## src/rtl/dmi_uart_bridge_if.sv

```systemverilog
// rtl/dmi_uart_bridge_if.sv - DMI request/response handshake bundle between bridge and DM
interface dmi_uart_bridge_if;
  logic [40:0] dmi_req_o;
  logic        dmi_req_valid_o;
  logic        dmi_req_ready_i;
  logic [33:0] dmi_resp_i;
  logic        dmi_resp_valid_i;
  logic        dmi_resp_ready_o;

  modport master (
    output dmi_req_o, dmi_req_valid_o, dmi_resp_ready_o,
    input  dmi_req_ready_i, dmi_resp_i, dmi_resp_valid_i
  );

  modport slave (
    input  dmi_req_o, dmi_req_valid_o, dmi_resp_ready_o,
    output dmi_req_ready_i, dmi_resp_i, dmi_resp_valid_i
  );
endinterface

```

## src/rtl/dmi_uart_bridge.sv

```systemverilog
// rtl/dmi_uart_bridge.sv - 8N1 UART to DMI bridge: 6-byte request frames in, 5-byte responses out
module dmi_uart_bridge #(
  parameter int ClksPerBit  = 434,
  parameter int TimeoutBits = 160
) (
  input  logic clk_i,
  input  logic rst_ni,
  input  logic uart_rx_i,
  output logic uart_tx_o,
  output logic dmi_rst_no,
  dmi_uart_bridge_if.master dmi
);

  localparam int CW = $clog2(ClksPerBit);
  localparam logic [CW-1:0] BitLast  = CW'(ClksPerBit - 1);
  localparam logic [CW-1:0] HalfLast = CW'(ClksPerBit / 2 - 1);
  localparam int TmoCycles = TimeoutBits * ClksPerBit;
  localparam int TW = $clog2(TmoCycles + 1);
  localparam logic [TW-1:0] TmoLast = TW'(TmoCycles - 1);

  typedef enum logic [2:0] {IDLE, RX_ADDR, RX_DATA, REQ, RESP, TX, RST} state_e;
  state_e state_q, state_d;

  // Third flop only serves edge detection; all reset high so an idle line never looks like a start.
  logic rx_s1, rx_s2, rx_s3;
  always_ff @(posedge clk_i or negedge rst_ni) begin
    if (!rst_ni) begin
      rx_s1 <= 1'b1;
      rx_s2 <= 1'b1;
      rx_s3 <= 1'b1;
    end else begin
      rx_s1 <= uart_rx_i;
      rx_s2 <= rx_s1;
      rx_s3 <= rx_s2;
    end
  end

  logic          rx_busy, rx_strobe;
  logic [CW-1:0] rx_timer;
  logic [3:0]    rx_bit;
  logic [7:0]    rx_byte;

  always_ff @(posedge clk_i or negedge rst_ni) begin
    if (!rst_ni) begin
      rx_busy   <= 1'b0;
      rx_strobe <= 1'b0;
      rx_timer  <= '0;
      rx_bit    <= '0;
      rx_byte   <= '0;
    end else begin
      rx_strobe <= 1'b0;
      if (!rx_busy) begin
        if (rx_s3 && !rx_s2) begin
          rx_busy  <= 1'b1;
          rx_timer <= HalfLast;
          rx_bit   <= '0;
        end
      end else if (rx_timer != '0) begin
        rx_timer <= rx_timer - 1'b1;
      end else begin
        rx_timer <= BitLast;
        rx_bit   <= rx_bit + 4'd1;
        if (rx_bit == 4'd0) begin
          if (rx_s2) rx_busy <= 1'b0;
        end else if (rx_bit == 4'd9) begin
          rx_busy   <= 1'b0;
          rx_strobe <= rx_s2;
        end else begin
          rx_byte <= {rx_s2, rx_byte[7:1]};
        end
      end
    end
  end

  logic          tx_busy, tx_start, tx_ready;
  logic [7:0]    tx_data;
  logic [CW-1:0] tx_timer;
  logic [3:0]    tx_bit;
  logic [9:0]    tx_frame;

  // A new byte may load on the last cycle of the previous stop bit, so bytes go out back-to-back.
  assign tx_ready  = !tx_busy || (tx_timer == '0 && tx_bit == 4'd9);
  assign uart_tx_o = tx_busy ? tx_frame[0] : 1'b1;

  always_ff @(posedge clk_i or negedge rst_ni) begin
    if (!rst_ni) begin
      tx_busy  <= 1'b0;
      tx_timer <= '0;
      tx_bit   <= '0;
      tx_frame <= '1;
    end else if (tx_start && tx_ready) begin
      tx_busy  <= 1'b1;
      tx_frame <= {1'b1, tx_data, 1'b0};
      tx_timer <= BitLast;
      tx_bit   <= '0;
    end else if (tx_busy) begin
      if (tx_timer != '0) begin
        tx_timer <= tx_timer - 1'b1;
      end else if (tx_bit == 4'd9) begin
        tx_busy <= 1'b0;
      end else begin
        tx_frame <= {1'b1, tx_frame[9:1]};
        tx_bit   <= tx_bit + 4'd1;
        tx_timer <= BitLast;
      end
    end
  end

  logic [1:0]    op_q, data_cnt;
  logic [6:0]    addr_q;
  logic [23:0]   data_q;
  logic [40:0]   req_q;
  logic [33:0]   resp_q;
  logic [2:0]    tx_idx;
  logic [TW-1:0] tmo_cnt;

  assign dmi.dmi_req_o        = req_q;
  assign dmi.dmi_req_valid_o  = (state_q == REQ);
  assign dmi.dmi_resp_ready_o = (state_q == RESP);

  always_comb begin
    state_d    = state_q;
    tx_start   = 1'b0;
    tx_data    = 8'h00;
    dmi_rst_no = 1'b1;
    case (state_q)
      IDLE: begin
        if (rx_strobe) begin
          if (rx_byte == 8'h00 || rx_byte == 8'h01 || rx_byte == 8'h02) state_d = RX_ADDR;
          else if (rx_byte == 8'h80)                                     state_d = RST;
        end
      end
      RX_ADDR: begin
        if (rx_strobe)               state_d = RX_DATA;
        else if (tmo_cnt == TmoLast) state_d = IDLE;
      end
      RX_DATA: begin
        if (rx_strobe) begin
          if (data_cnt == 2'd3) state_d = REQ;
        end else if (tmo_cnt == TmoLast) begin
          state_d = IDLE;
        end
      end
      REQ:  if (dmi.dmi_req_ready_i) state_d = RESP;
      RESP: if (dmi.dmi_resp_valid_i) state_d = TX;
      TX: begin
        if (tx_idx != 3'd5) begin
          tx_start = 1'b1;
          case (tx_idx)
            3'd0:    tx_data = resp_q[9:2];
            3'd1:    tx_data = resp_q[17:10];
            3'd2:    tx_data = resp_q[25:18];
            3'd3:    tx_data = resp_q[33:26];
            default: tx_data = {6'b0, resp_q[1:0]};
          endcase
        end else if (!tx_busy) begin
          state_d = IDLE;
        end
      end
      RST: begin
        // Only entered from IDLE with the transmitter free, so the pulse lasts exactly one cycle.
        if (tx_idx == 3'd0) begin
          dmi_rst_no = 1'b0;
          tx_start   = 1'b1;
          tx_data    = 8'hA5;
        end else if (!tx_busy) begin
          state_d = IDLE;
        end
      end
      default: state_d = IDLE;
    endcase
  end

  always_ff @(posedge clk_i or negedge rst_ni) begin
    if (!rst_ni) begin
      state_q  <= IDLE;
      op_q     <= '0;
      addr_q   <= '0;
      data_q   <= '0;
      data_cnt <= '0;
      req_q    <= '0;
      resp_q   <= '0;
      tx_idx   <= '0;
      tmo_cnt  <= '0;
    end else begin
      state_q <= state_d;
      if (state_q == IDLE && rx_strobe) op_q <= rx_byte[1:0];
      if (state_q == RX_ADDR && rx_strobe) begin
        addr_q   <= rx_byte[6:0];
        data_cnt <= '0;
      end
      if (state_q == RX_DATA && rx_strobe) begin
        data_q   <= {rx_byte, data_q[23:8]};
        data_cnt <= data_cnt + 2'd1;
        if (data_cnt == 2'd3) req_q <= {addr_q, op_q, rx_byte, data_q};
      end
      if (state_q == RESP && dmi.dmi_resp_valid_i) resp_q <= dmi.dmi_resp_i;
      if (state_q == TX || state_q == RST) begin
        if (tx_start && tx_ready) tx_idx <= tx_idx + 3'd1;
      end else begin
        tx_idx <= '0;
      end
      if ((state_q == RX_ADDR || state_q == RX_DATA) && !rx_strobe) tmo_cnt <= tmo_cnt + TW'(1);
      else                                                          tmo_cnt <= '0;
    end
  end

endmodule

```

## src/flat_wrapper.sv

```systemverilog
// flat-port wrapper written by rule: the top's interface ports become plain ports
module dmi_uart_bridge_flat 
#(
  parameter int ClksPerBit  = 434,
  parameter int TimeoutBits = 160
)
  (clk_i, rst_ni, uart_rx_i, uart_tx_o, dmi_rst_no, dmi_dmi_req_o, dmi_dmi_req_valid_o, dmi_dmi_resp_ready_o, dmi_dmi_req_ready_i, dmi_dmi_resp_i, dmi_dmi_resp_valid_i);
  dmi_uart_bridge_if dmi_i ();
  input  logic clk_i;
  input  logic rst_ni;
  input  logic uart_rx_i;
  output logic uart_tx_o;
  output logic dmi_rst_no;
  output wire logic [$bits(dmi_i.dmi_req_o)-1:0] dmi_dmi_req_o;
  output wire logic [$bits(dmi_i.dmi_req_valid_o)-1:0] dmi_dmi_req_valid_o;
  output wire logic [$bits(dmi_i.dmi_resp_ready_o)-1:0] dmi_dmi_resp_ready_o;
  input wire logic [$bits(dmi_i.dmi_req_ready_i)-1:0] dmi_dmi_req_ready_i;
  input wire logic [$bits(dmi_i.dmi_resp_i)-1:0] dmi_dmi_resp_i;
  input wire logic [$bits(dmi_i.dmi_resp_valid_i)-1:0] dmi_dmi_resp_valid_i;
  assign dmi_dmi_req_o = dmi_i.dmi_req_o;
  assign dmi_dmi_req_valid_o = dmi_i.dmi_req_valid_o;
  assign dmi_dmi_resp_ready_o = dmi_i.dmi_resp_ready_o;
  assign dmi_i.dmi_req_ready_i = dmi_dmi_req_ready_i;
  assign dmi_i.dmi_resp_i = dmi_dmi_resp_i;
  assign dmi_i.dmi_resp_valid_i = dmi_dmi_resp_valid_i;
  dmi_uart_bridge #(.ClksPerBit(ClksPerBit), .TimeoutBits(TimeoutBits)) u_core (.clk_i(clk_i), .rst_ni(rst_ni), .uart_rx_i(uart_rx_i), .uart_tx_o(uart_tx_o), .dmi_rst_no(dmi_rst_no), .dmi(dmi_i));
endmodule
```

## config.mk

```make
export PLATFORM = sky130hd
export DESIGN_NAME = dmi_uart_bridge_flat
export DESIGN_NICKNAME = d
export VERILOG_FILES = /design/src/rtl/dmi_uart_bridge_if.sv /design/src/rtl/dmi_uart_bridge.sv /design/src/flat_wrapper.sv
export SDC_FILE = /design/constraint.sdc
export NUM_CORES = 1
export LEC_CHECK = 0
export BUFFER_PORTS_ARGS = -buffer_cell sky130_fd_sc_hd__buf_2
export CORE_MARGIN = 1.5
export CORE_UTILIZATION = 50
export CTS_BUF_LIST = sky130_fd_sc_hd__clkbuf_2 sky130_fd_sc_hd__clkbuf_4 sky130_fd_sc_hd__clkbuf_8
export DETAILED_ROUTE_END_ITERATION = 6
export HOLD_SLACK_MARGIN = 0.05
export PLACE_DENSITY = 0.7
export SLEW_MARGIN = 20
export SYNTH_ARGS = -nofsm -noshare
export SYNTH_HDL_FRONTEND = slang
export SYNTH_SLANG_ARGS = --single-unit
export TNS_END_PERCENT = 30
```

## constraint.sdc

```tcl
create_clock -name clk_i -period 2.4 [get_ports clk_i]
set_input_delay 0.24 -clock clk_i [delete_from_list [all_inputs] [get_ports clk_i]]
set_output_delay 0.24 -clock clk_i [all_outputs]
set_load 0.02 [all_outputs]
```

==> results of run 1 <==
[what timing repair did]
item	CTS	global route
gates resized for setup	1	4
hold buffers	36	0
cloned	0	0
pin swaps	0	3
setup buffers	0	6
setup endpoints to repair	1	11
hold endpoints to repair	93	0
[cell families (layout without fill, tap and decap cells)]
group                    after synthesis  count (layout)
flip-flops                           182             182
XOR/XNOR                              21              21
buffers and inverters                 47             197
adder cells (fa/ha/maj)               14              14
multiplexers                         118             118
AND/OR/NAND/NOR                      157             157
AO/OA/AOI/OAI                        107             107
[per-layer routing]
layer / vias to the layer above / wire, µm / part of all wire (%) / GRT usage, %
li1: 2601 / - / - / -
met1: 2818 / 7160 / 42 / 26.7
met2: 140 / 8610 / 51 / 35.5
met3: 23 / 823 / 4.9 / 5.53
met4: 0 / 268 / 1.6 / 6.94
met5: - / 0 / 0 / 0
[stage by stage]
step	power, W	setup WS (ns)	cell area [µm²]
final	0.00573	0.0919	9610
after floorplan	0.00352	0.0523	7990
after CTS	0.00579	0.0155	9550
after detailed placement	0.00369	0.0107	8780
after global routing	0.00597	0.00347	9610
after global placement	0.00366	0.104	8780
[state kept, by name, summed over array words and instances, names as in the netlist]
register	flops
u_core.rx_timer	9
u_core.op_q	2
u_core.tmo_cnt	17
u_core.rx_byte	8
u_core.rx_s1	1
u_core.data_cnt	2
u_core.resp_q	34
u_core.tx_frame	9
u_core.state_q	3
u_core.rx_s2	1
u_core.tx_bit	4
u_core.tx_idx	3
u_core.rx_busy	1
u_core.addr_q	7
u_core.rx_s3	1
u_core.rx_strobe	1
u_core.tx_busy	1
u_core.data_q	24
u_core.rx_bit	4
u_core.tx_timer	9
u_core.dmi.dmi_req_o	41
[critical path, stage by stage (launching register included)]
cell                      delay (ns)
sky130_fd_sc_hd__dfrtp_1        0.43
sky130_fd_sc_hd__or3_4          0.42
sky130_fd_sc_hd__or2_4          0.27
sky130_fd_sc_hd__or4_4          0.47
sky130_fd_sc_hd__nor2_4         0.25
sky130_fd_sc_hd__mux2_2         0.37
[layout by cell type (no fill, tap or decap), types with 8 or more instances in the layout]
cell	count
sky130_fd_sc_hd__dfrtp_1	170
sky130_fd_sc_hd__mux2_2	117
sky130_fd_sc_hd__buf_2	82
sky130_fd_sc_hd__nor2_1	47
sky130_fd_sc_hd__dlygate4sd3_1	36
sky130_fd_sc_hd__nand2_1	35
sky130_fd_sc_hd__o21ai_0	26
sky130_fd_sc_hd__buf_4	22
sky130_fd_sc_hd__a21oi_1	21
sky130_fd_sc_hd__inv_1	19
sky130_fd_sc_hd__clkbuf_8	17
sky130_fd_sc_hd__nand3_1	14
sky130_fd_sc_hd__ha_1	14
sky130_fd_sc_hd__nor3_1	13
sky130_fd_sc_hd__xor2_1	12
sky130_fd_sc_hd__dfstp_2	12
sky130_fd_sc_hd__xnor2_1	9
sky130_fd_sc_hd__a222oi_1	8
[where the power goes]
| part | switching, W | total [W] | leakage (nW) | internal [W] |
|---|---|---|---|---|
| registers | 0.0000947 | 0.00325 | 2.47 | 0.00315 |
| logic | 0.000227 | 0.000438 | 2.09 | 0.000211 |
| clock network | 0.00124 | 0.00204 | 0.201 | 0.000799 |
[how the worst min path moves through the flow]
stage | from | endpoint | slack [ns] | cells after the start
floorplan | rst_ni | u_core.addr_q[0] | -0.06 | 0
global placement | rst_ni | u_core.tx_bit[2] | 0.30 | 1
detailed placement | rst_ni | u_core.resp_q[32] | 0.31 | 1
CTS | rst_ni | u_core.tx_timer[6] | 0.37 | 2
global route | u_core.rx_s1 | u_core.rx_s2 | 0.38 | 0
finish | rst_ni | u_core.tx_timer[6] | 0.35 | 2
[cell type report]
class	count	area (µm²)
tap	216	270
multi-input combinational	417	3270
timing repair buffer	145	1030
fill	1271	6160
clock buffer	18	241
inverter	20	75.1
sequential	182	4570
clock inverter	14	155
==> results.tsv, run 1 <==
metric	value	unit
largest fanout on the critical path	8	
number of storage elements in the synthesis netlist	182	
wire length of the first global-routing pass	27.4	mm
class of the most critical hold timing path	primary input to async pin	
Worst setup SP type	flop	
required time worst endpoint	2.76	ns
status	finished clean	
Routed WL	16.9	mm
unique cell type count in the Yosys netlist	63	
horizontal die dimension	129	µm
area share of and/or/nand/nor cells after synthesis	9.93	%
P_leak	4.76	nW
Final period util	96.2	%
main combinational cell family by area after synthesis	multiplexers	
setup TNS	0	ns
beginning of the worst register-to-register path	u_core.rx_timer[3]	
PortBufs	83	
Area growth, synth to finish	20.3	%
post-synthesis area per instance	12.4	µm²
floorplan die area	16700	µm²
Crit Reg-Reg Endpoint	u_core.rx_byte[5]	
share of the yosys chip area belonging to registers	57.2	%
reg-to-reg slack, setup	0.09	ns
number of global-route vias before repair	5550	
Synth top area share	53.3	%
post-layout minimum cycle time	2.31	ns
half-perimeter wire length after placement	11.1	mm
share of the synthesized area in compound gates (AO/OA/AOI/OAI)	9.46	%
Max-slew headroom	54.8	%
worst-margin pin slew	0.678	ns
non-filler instance count after layout	1012	
Synth Flop Type	sky130_fd_sc_hd__dfrtp_1	
final hold violation count	0	
final-stage net count	836	
setup violators final	0	
Vias/cell	5.52	
xor-xnor portion of the synthesized cell area	2.30	%
core area	15800	µm²
clock transition at the registers of the reported paths	0.11	ns
Worst Setup SP	u_core.rx_timer[3]	
CTS Root Cell	sky130_fd_sc_hd__clkbuf_8	
nets in the synthesized netlist	699	
Arrival @ worst endpoint	2.67	ns
dpl cells	938	
Residual DRC	0	
most area-hungry cell type in the Yosys netlist	sky130_fd_sc_hd__dfrtp_1	
post-synthesis cell area	7990	µm²
Final Hold Slack	0.353	ns
antenna violations before repair	0	
count of max-cap constraint violations	0	
most common library cells after synthesis	170 x sky130_fd_sc_hd__dfrtp_1, 117 x sky130_fd_sc_hd__mux2_2, 47 x sky130_fd_sc_hd__nor2_1	
final global-route overflow total	0	
Final Slew Violations	0	
share of post-route cells with drive strength above 1	36.2	%
clock buffers created by TritonCTS	17	
worst setup path endpoint	u_core.rx_byte[5]	
clock tree from TritonCTS	done	
main area contributors after synthesis	sky130_fd_sc_hd__dfrtp_1 53%, sky130_fd_sc_hd__mux2_2 16%, sky130_fd_sc_hd__dfstp_2 3.9%, sky130_fd_sc_hd__nor2_1 2.2%, sky130_fd_sc_hd__ha_1 2.2%	
upper clock frequency limit	433	MHz
area share of fa/ha/maj cells after synthesis	2.19	%
Worst Path Class, Setup	flop to flop	
Boundary Pins	84	
pin count of the biggest net entering global routing	72	
initial core utilization	50.6	%
DRT iter0 DRCs	550	
Clock Tree Buf Depth	2	
Cell Pwr Density	596	nW/µm²
share of flip-flops with an asynchronous set or reset	100	%
count of mapped cells out of synthesis	646	
share of synthesized area spent on multiplexers	16.6	%
count of cells along the worst register-to-register path	5	
count of standard-cell rows	46	
CTS H-tree lvls	4	
core utilization of the finished layout	60.9	%
antenna-violating nets left	0	
DR vias	5582	
insertion delay of the later-clocked pin in the worst-skew pair	0.47	ns
Antenna Cells	0	
Peak VDD IR	0.450	mV
warnings from Yosys	0	
floorplan die height	129	µm
count of TritonRoute iterations in the first routing pass	5	
element type at the critical path end	flop	
setup repair after global routing missed its margin	no	
Tot GR Track Use	21.1	%
total number of clock tree sinks	182	
clk_skew	0.0177	ns
most frequent cell after synthesis	sky130_fd_sc_hd__dfrtp_1	
number of flops mapped to enable cells by yosys	0	
Routed wire per std cell	16.7	µm
GP Congestion	0.833	
No activity file was read; power rests on OpenSTA's default activity.
==> inputs of run 2 (changes only) <==
==> constraint.sdc (replaced) <==
create_clock -name clk_i -period 2.4 [get_ports clk_i]
set_input_delay 0.12 -clock clk_i [delete_from_list [all_inputs] [get_ports clk_i]]
set_output_delay 0.12 -clock clk_i [all_outputs]
set_load 0.02 [all_outputs]
==> run 2 against run 1 <==
Largest power group unchanged. Final cell count grew 0.20%. Non-clock buffer count rose by 2. Via count grew 0.84%. Count of clock-buffer cells in the layout shrank 1. Highest routed layer unchanged.
==> results.tsv, run 2 (synthesized netlist as in run 1, its figures left out) <==
metric	value	unit	change
net switching power	0.00160	W	+2.2%
Cell Pwr Density	608	nW/µm²	+2.1%
total power	0.00586	W	+2.4%
element type at the critical path end	flop		
Worst setup SP type	flop		
most common library cell in the layout ignoring fill and taps	sky130_fd_sc_hd__dfrtp_1		
critical path cell sequence	or3_4 > or2_4 > or4_4 > nor2_4 > mux2_2		
clock buffers created by TritonCTS	17		unchanged
clock tree from TritonCTS	done		
setup repair after global routing missed its margin	no		
clock group share of total power	37.2	%	+1.6 points
total number of clock tree sinks	182		unchanged
crit-path leading delay family	simple AND/OR/NAND/NOR gates		
Peak VDD IR	0.350	mV	-22%
antenna-violating nets left	0		unchanged
DRT iter0 DRCs	441		-20%
count of cells along the worst register-to-register path	5		unchanged
CTS H-tree lvls	4		unchanged
number of global-route vias before repair	5679		+2.3%
pin count of the biggest net entering global routing	70		-2.8%
Sw Share	27.2	%	-0.037 points
horizontal die dimension	129	µm	unchanged
Tot GR Track Use	21.8	%	+0.66 points
fill cell total of the finished layout	1240		-2.4%
P_leak	4.78	nW	+0.27%
Residual DRC	0		unchanged
Boundary Pins	84		unchanged
Worst Path Class, Setup	flop to flop		
floorplan die height	129	µm	unchanged
insertion delay of the later-clocked pin in the worst-skew pair	0.48	ns	about the same
CTS Root Cell	sky130_fd_sc_hd__clkbuf_8		
count of TritonRoute iterations in the first routing pass	5		unchanged
status	finished clean		
setup TNS	0	ns	unchanged
Internal	0.00426	W	+2.4%
stages on the worst setup path	5		unchanged
clk_skew	0.0173	ns	-0.000454 ns
class of the most critical hold timing path	primary input to async pin		
Arrival @ worst endpoint	2.69	ns	+0.02 ns
DR vias	5629		+0.84%
Routed wire per std cell	16.6	µm	-0.10%
worst-margin pin slew	0.637	ns	-0.0403 ns
final hold violation count	0		unchanged
Finished Cell Area	9630	µm²	+0.27%
Vias/cell	5.55		+0.64%
Clock Tree Buf Depth	2		unchanged
PortBufs	83		unchanged
final-stage net count	838		+0.24%
Area growth, synth to finish	20.6	%	
sequential power share	55.5	%	-1.2 points
upper clock frequency limit	431	MHz	-0.55%
combinational power share	7.3	%	-0.4 points
commonest non-fill, non-tap cells in the layout	170 x sky130_fd_sc_hd__dfrtp_1, 117 x sky130_fd_sc_hd__mux2_2, 82 x sky130_fd_sc_hd__buf_2		
cell area after placement	8780	µm²	about the same
post-layout minimum cycle time	2.32	ns	+0.0127 ns
half-perimeter wire length after placement	11.1	mm	+0.48%
initial core utilization	50.6	%	unchanged
slowest stage cell, crit path	sky130_fd_sc_hd__or4_4		
Routed WL	16.9	mm	about the same
core area	15800	µm²	unchanged
Buffers & Inverters on Critical Path	0		unchanged
count of standard-cell rows	46		unchanged
final global-route overflow total	0		unchanged
share of post-route cells with drive strength above 1	36.2	%	about the same
Final Hold Slack	0.206	ns	-0.147 ns
max FFs per register	41		unchanged
floorplan die area	16700	µm²	unchanged
required time worst endpoint	2.77	ns	about the same
largest fanout on the critical path	8		unchanged
clock transition at the registers of the reported paths	0.11	ns	about the same
wire length of the first global-routing pass	28.1	mm	+2.3%
Max-slew headroom	57.2	%	+2.4 points
GP Congestion	0.832		about the same
Final Slew Violations	0		unchanged
antenna violations before repair	0		unchanged
Antenna Cells	0		unchanged
Slowest Stage Delay on Critical Path	0.47	ns	about the same
count of max-cap constraint violations	0		unchanged
Final period util	96.7	%	+0.53 points
setup violators final	0		unchanged
run 2: cell count changes in the layout (fill, tap and decap cells not counted), sizes merged:
cell      delta
inv          -2
clkinvlp     +1
bufinv       +1
buf          +2
clkinv       +1
clkbuf       -1
run 2: power by group through the flow:
stage               sequential [W]  combinational [W]  clock, W
global placement           0.00329           0.000365         0
CTS                        0.00325           0.000430   0.00223
finish                     0.00325           0.000428   0.00218
global route               0.00327           0.000493   0.00235
floorplan                  0.00328           0.000236         0
detailed placement         0.00331           0.000381         0
run 2: path summary, 6_finish.rpt:
check                                   startpoint                end  slack (ns)
max in group asynchronous                   rst_ni   u_core.data_q[1]        1.39
worst max register to register  u_core.rx_timer[3]  u_core.rx_byte[3]        0.08
worst min-delay path                        rst_ni  u_core.resp_q[29]        0.21
min in group clk_i                       uart_rx_i       u_core.rx_s1        0.28
worst max-delay path            u_core.rx_timer[3]  u_core.rx_byte[3]        0.08
worst min register to register        u_core.rx_s1       u_core.rx_s2        0.36
run 2: stage by stage:
step / setup WS (ns) / cells / util [%]
floorplan: 0.0523 / 646 / -
global placement: 0.0980 / 939 / 55.6
detailed placement: 0.0109 / 939 / 55.6
CTS: 0.0106 / 1011 / 60.9
global route: 0.00652 / 1014 / 61.1
finish: 0.0792 / 1014 / 61.1
run 2: metal layers:
metal	vias up	track usage [%]	routed length [µm]	part of all wire [%]
li1	2604	-	-	-
met1	2827	28.2	7260	43
met2	159	35.4	8490	50
met3	39	4.00	694	4.1
met4	0	10.8	433	2.6
met5	-	0	0	0
run 2: worst register-to-register path, delay by kind of cell, from the launching register on:
| family | cells | cell delay, ns |
|---|---|---|
| DFF | 1 | 0.43 |
| muxes | 1 | 0.37 |
| and+or+nand+nor | 4 | 1.43 |
run 2: repair_timing:
| action | 4_1_cts | 5_1_grt |
|---|---|---|
| hold endpoints to repair | 98 | 0 |
| pin swaps | 1 | 1 |
| endpoints found under the setup margin | 3 | 19 |
| setup buffers | 4 | 3 |
| resized for setup | 0 | 2 |
| hold buffers | 36 | 0 |
run 2: cell type report:
cell class | count | area (µm²) | share of cell area, %
repair buffers | 147 | 1030 | 10.7
inverters | 20 | 75.1 | 0.779
clock inverters | 15 | 205 | 2.13
well taps | 216 | 270 | 2.81
flip-flops and latches | 182 | 4570 | 47.4
multi-input cells | 417 | 3250 | 33.7
clock buffers | 17 | 234 | 2.43
==> inputs of run 3 (changes only) <==
- PLACE_DENSITY: 0.7 -> not set
- PLACE_DENSITY_LB_ADDON: not set -> 0.3
- SLEW_MARGIN: 20 -> 5
==> run 3 against run 2 <==
Largest power group unchanged. Combinational power up 1%. Final cell count down 0.49%. Via count down 1.7%. Critical path type unchanged. Sequential cell count unchanged. Wire length down 1.6%. Utilization down 0.31 points. Worst hold slack better by 0.028 ns. Total power down 0.20%.
==> results.tsv, run 3 (synthesized netlist as in run 1, its figures left out) <==
metric	value	unit	change
required time worst endpoint	2.78	ns	about the same
commonest non-fill, non-tap cells in the layout	170 x sky130_fd_sc_hd__dfrtp_1, 117 x sky130_fd_sc_hd__mux2_2, 82 x sky130_fd_sc_hd__buf_2		
post-layout minimum cycle time	2.30	ns	-0.0170 ns
horizontal die dimension	129	µm	unchanged
CTS H-tree lvls	4		unchanged
Worst setup SP type	flop		
Max-slew headroom	54.7	%	-2.4 points
Worst Path Class, Setup	flop to flop		
PortBufs	83		unchanged
setup TNS	0	ns	unchanged
GP Congestion	0.803		-3.5%
count of standard-cell rows	46		unchanged
CTS Root Cell	sky130_fd_sc_hd__clkbuf_8		
Cell Pwr Density	610	nW/µm²	+0.30%
cell area after placement	8770	µm²	about the same
dpl cells	937		-0.21%
beginning of the worst register-to-register path	u_core.rx_timer[3]		
min setup slack post-route	0.0961	ns	+0.0170 ns
number of global-route vias before repair	5676		-0.053%
total number of clock tree sinks	182		unchanged
Routed WL	16.6	mm	-1.6%
class of the most critical hold timing path	primary input to async pin		
Vias/cell	5.48		-1.2%
floorplan die area	16700	µm²	unchanged
setup repair after global routing missed its margin	no		
Worst Setup SP	u_core.rx_timer[3]		
Tot GR Track Use	21.3	%	-0.46 points
most common library cell in the layout ignoring fill and taps	sky130_fd_sc_hd__dfrtp_1		
element type at the critical path end	flop		
Crit Reg-Reg Endpoint	u_core.rx_byte[4]		
final global-route overflow total	0		unchanged
Internal	0.00435	W	+2.0%
Finished Cell Area	9580	µm²	-0.51%
initial core utilization	50.6	%	unchanged
Arrival @ worst endpoint	2.68	ns	about the same
antenna-violating nets left	0		unchanged
clk_skew	0.0164	ns	-0.000892 ns
share of post-route cells with drive strength above 1	35.8	%	-0.40 points
non-filler instance count after layout	1009		-0.49%
insertion delay of the later-clocked pin in the worst-skew pair	0.48	ns	about the same
Final Hold Slack	0.234	ns	+0.0277 ns
status	finished clean		
clock transition at the registers of the reported paths	0.11	ns	about the same
clock tree from TritonCTS	done		
upper clock frequency limit	434	MHz	+0.74%
slowest stage cell, crit path	sky130_fd_sc_hd__or4_4		
net switching power	0.00150	W	-6.1%
Final period util	96.0	%	-0.71 points
clock group share of total power	37.1	%	about the same
reg-to-reg slack, setup	0.1	ns	+0.02 ns
Setup Slack @ Placement	0.0131	ns	+0.00223 ns
core area	15800	µm²	unchanged
clock buffers created by TritonCTS	17		unchanged
Clock Tree Buf Depth	2		unchanged
Boundary Pins	84		unchanged
final-stage net count	833		-0.60%
wire length of the first global-routing pass	27.8	mm	-1.1%
antenna violations before repair	0		unchanged
P_leak	4.76	nW	-0.32%
Residual DRC	0		unchanged
largest fanout on the critical path	8		unchanged
DR vias	5533		-1.7%
Area growth, synth to finish	20.0	%	
Sw Share	25.6	%	-1.6 points
pin count of the biggest net entering global routing	69		-1.4%
count of TritonRoute iterations in the first routing pass	7		+2
max FFs per register	41		unchanged
sequential power share	55.5	%	about the same
final hold violation count	0		unchanged
Slowest Stage Delay on Critical Path	0.46	ns	about the same
half-perimeter wire length after placement	11.2	mm	+0.18%
Antenna Cells	0		unchanged
worst-margin pin slew	0.679	ns	+0.0414 ns
fill cell total of the finished layout	1231		-0.73%
floorplan die height	129	µm	unchanged
Final Slew Violations	0		unchanged
critical path cell sequence	or3_4 > or2_4 > or4_4 > nor2_4 > mux2_2		
Routed wire per std cell	16.5	µm	-1.1%
DRT iter0 DRCs	376		-15%
combinational power share	7.4	%	about the same
setup violators final	0		unchanged
Peak VDD IR	0.362	mV	+3.3%
count of max-cap constraint violations	0		unchanged
count of cells along the worst register-to-register path	5		unchanged
run 3: changes by cell type in the layout (fill, tap and decap cells not counted), sizes merged:
cell      previous run  this run
buf                111       106
bufinv               1         2
clkbuf              17        18
clkinv               6         2
clkinvlp             2         0
inv                 26        30
run 3: stage by stage:
stage	total power (W)	utilization, %
after floorplan	0.00352	-
after global placement	0.00366	55.6
after detailed placement	0.00370	55.6
after CTS	0.00591	60.8
after global routing	0.00610	60.8
final	0.00585	60.8
run 3: power groups by stage:
stage,sequential [W],clock (W),combinational [W]
6_report,0.00325,0.00217,0.000433
5_1_grt,0.00326,0.00235,0.000486
4_1_cts,0.00325,0.00223,0.000435
3_5_place_dp,0.00331,0,0.000390
3_3_place_gp,0.00330,0,0.000363
2_1_floorplan,0.00328,0,0.000236
run 3: layout make-up:
cell class | count | area, µm² | area share, %
clock buffers | 18 | 241 | 2.52
clock inverters | 14 | 174 | 1.81
inverters | 20 | 75.1 | 0.783
multi-input cells | 417 | 3250 | 33.9
flip-flops and latches | 182 | 4570 | 47.7
well taps | 216 | 270 | 2.82
repair buffers | 142 | 1000 | 10.5
run 3: timing repair:
item                                    in CTS  in global routing
resized for setup                            1                  1
endpoints found under the hold margin       91                  0
endpoints found under the setup margin       2                  1
hold buffers                                36                  0
pin swaps                                    2                  0
gates cloned                                 0                  0
setup buffers                                4                  0
run 3: worst max-delay path by stage:
stage | end | slack (ns) | cells after the start
global route | u_core.rx_byte[0] | 0.02 | 5
floorplan | u_core.resp_q[0] | 0.05 | 6
global placement | u_core.tx_frame[7] | 0.13 | 7
detailed placement | u_core.tx_bit[2] | 0.01 | 7
finish | u_core.rx_byte[4] | 0.1 | 5
CTS | u_core.rx_byte[6] | 0.08 | 5
run 3: per-layer routing:
metal	track usage (%)	part of all wire, %
met4	8.79	2.1
met3	4.67	3.4
met2	34.4	50
met1	28.1	44
met5	0	0
run 3: worst max-delay path: cells and delay by family, from the launching register on:
family        cells  cell delay [ns]
flops             1             0.43
simple gates      4             1.41
mux               1             0.37
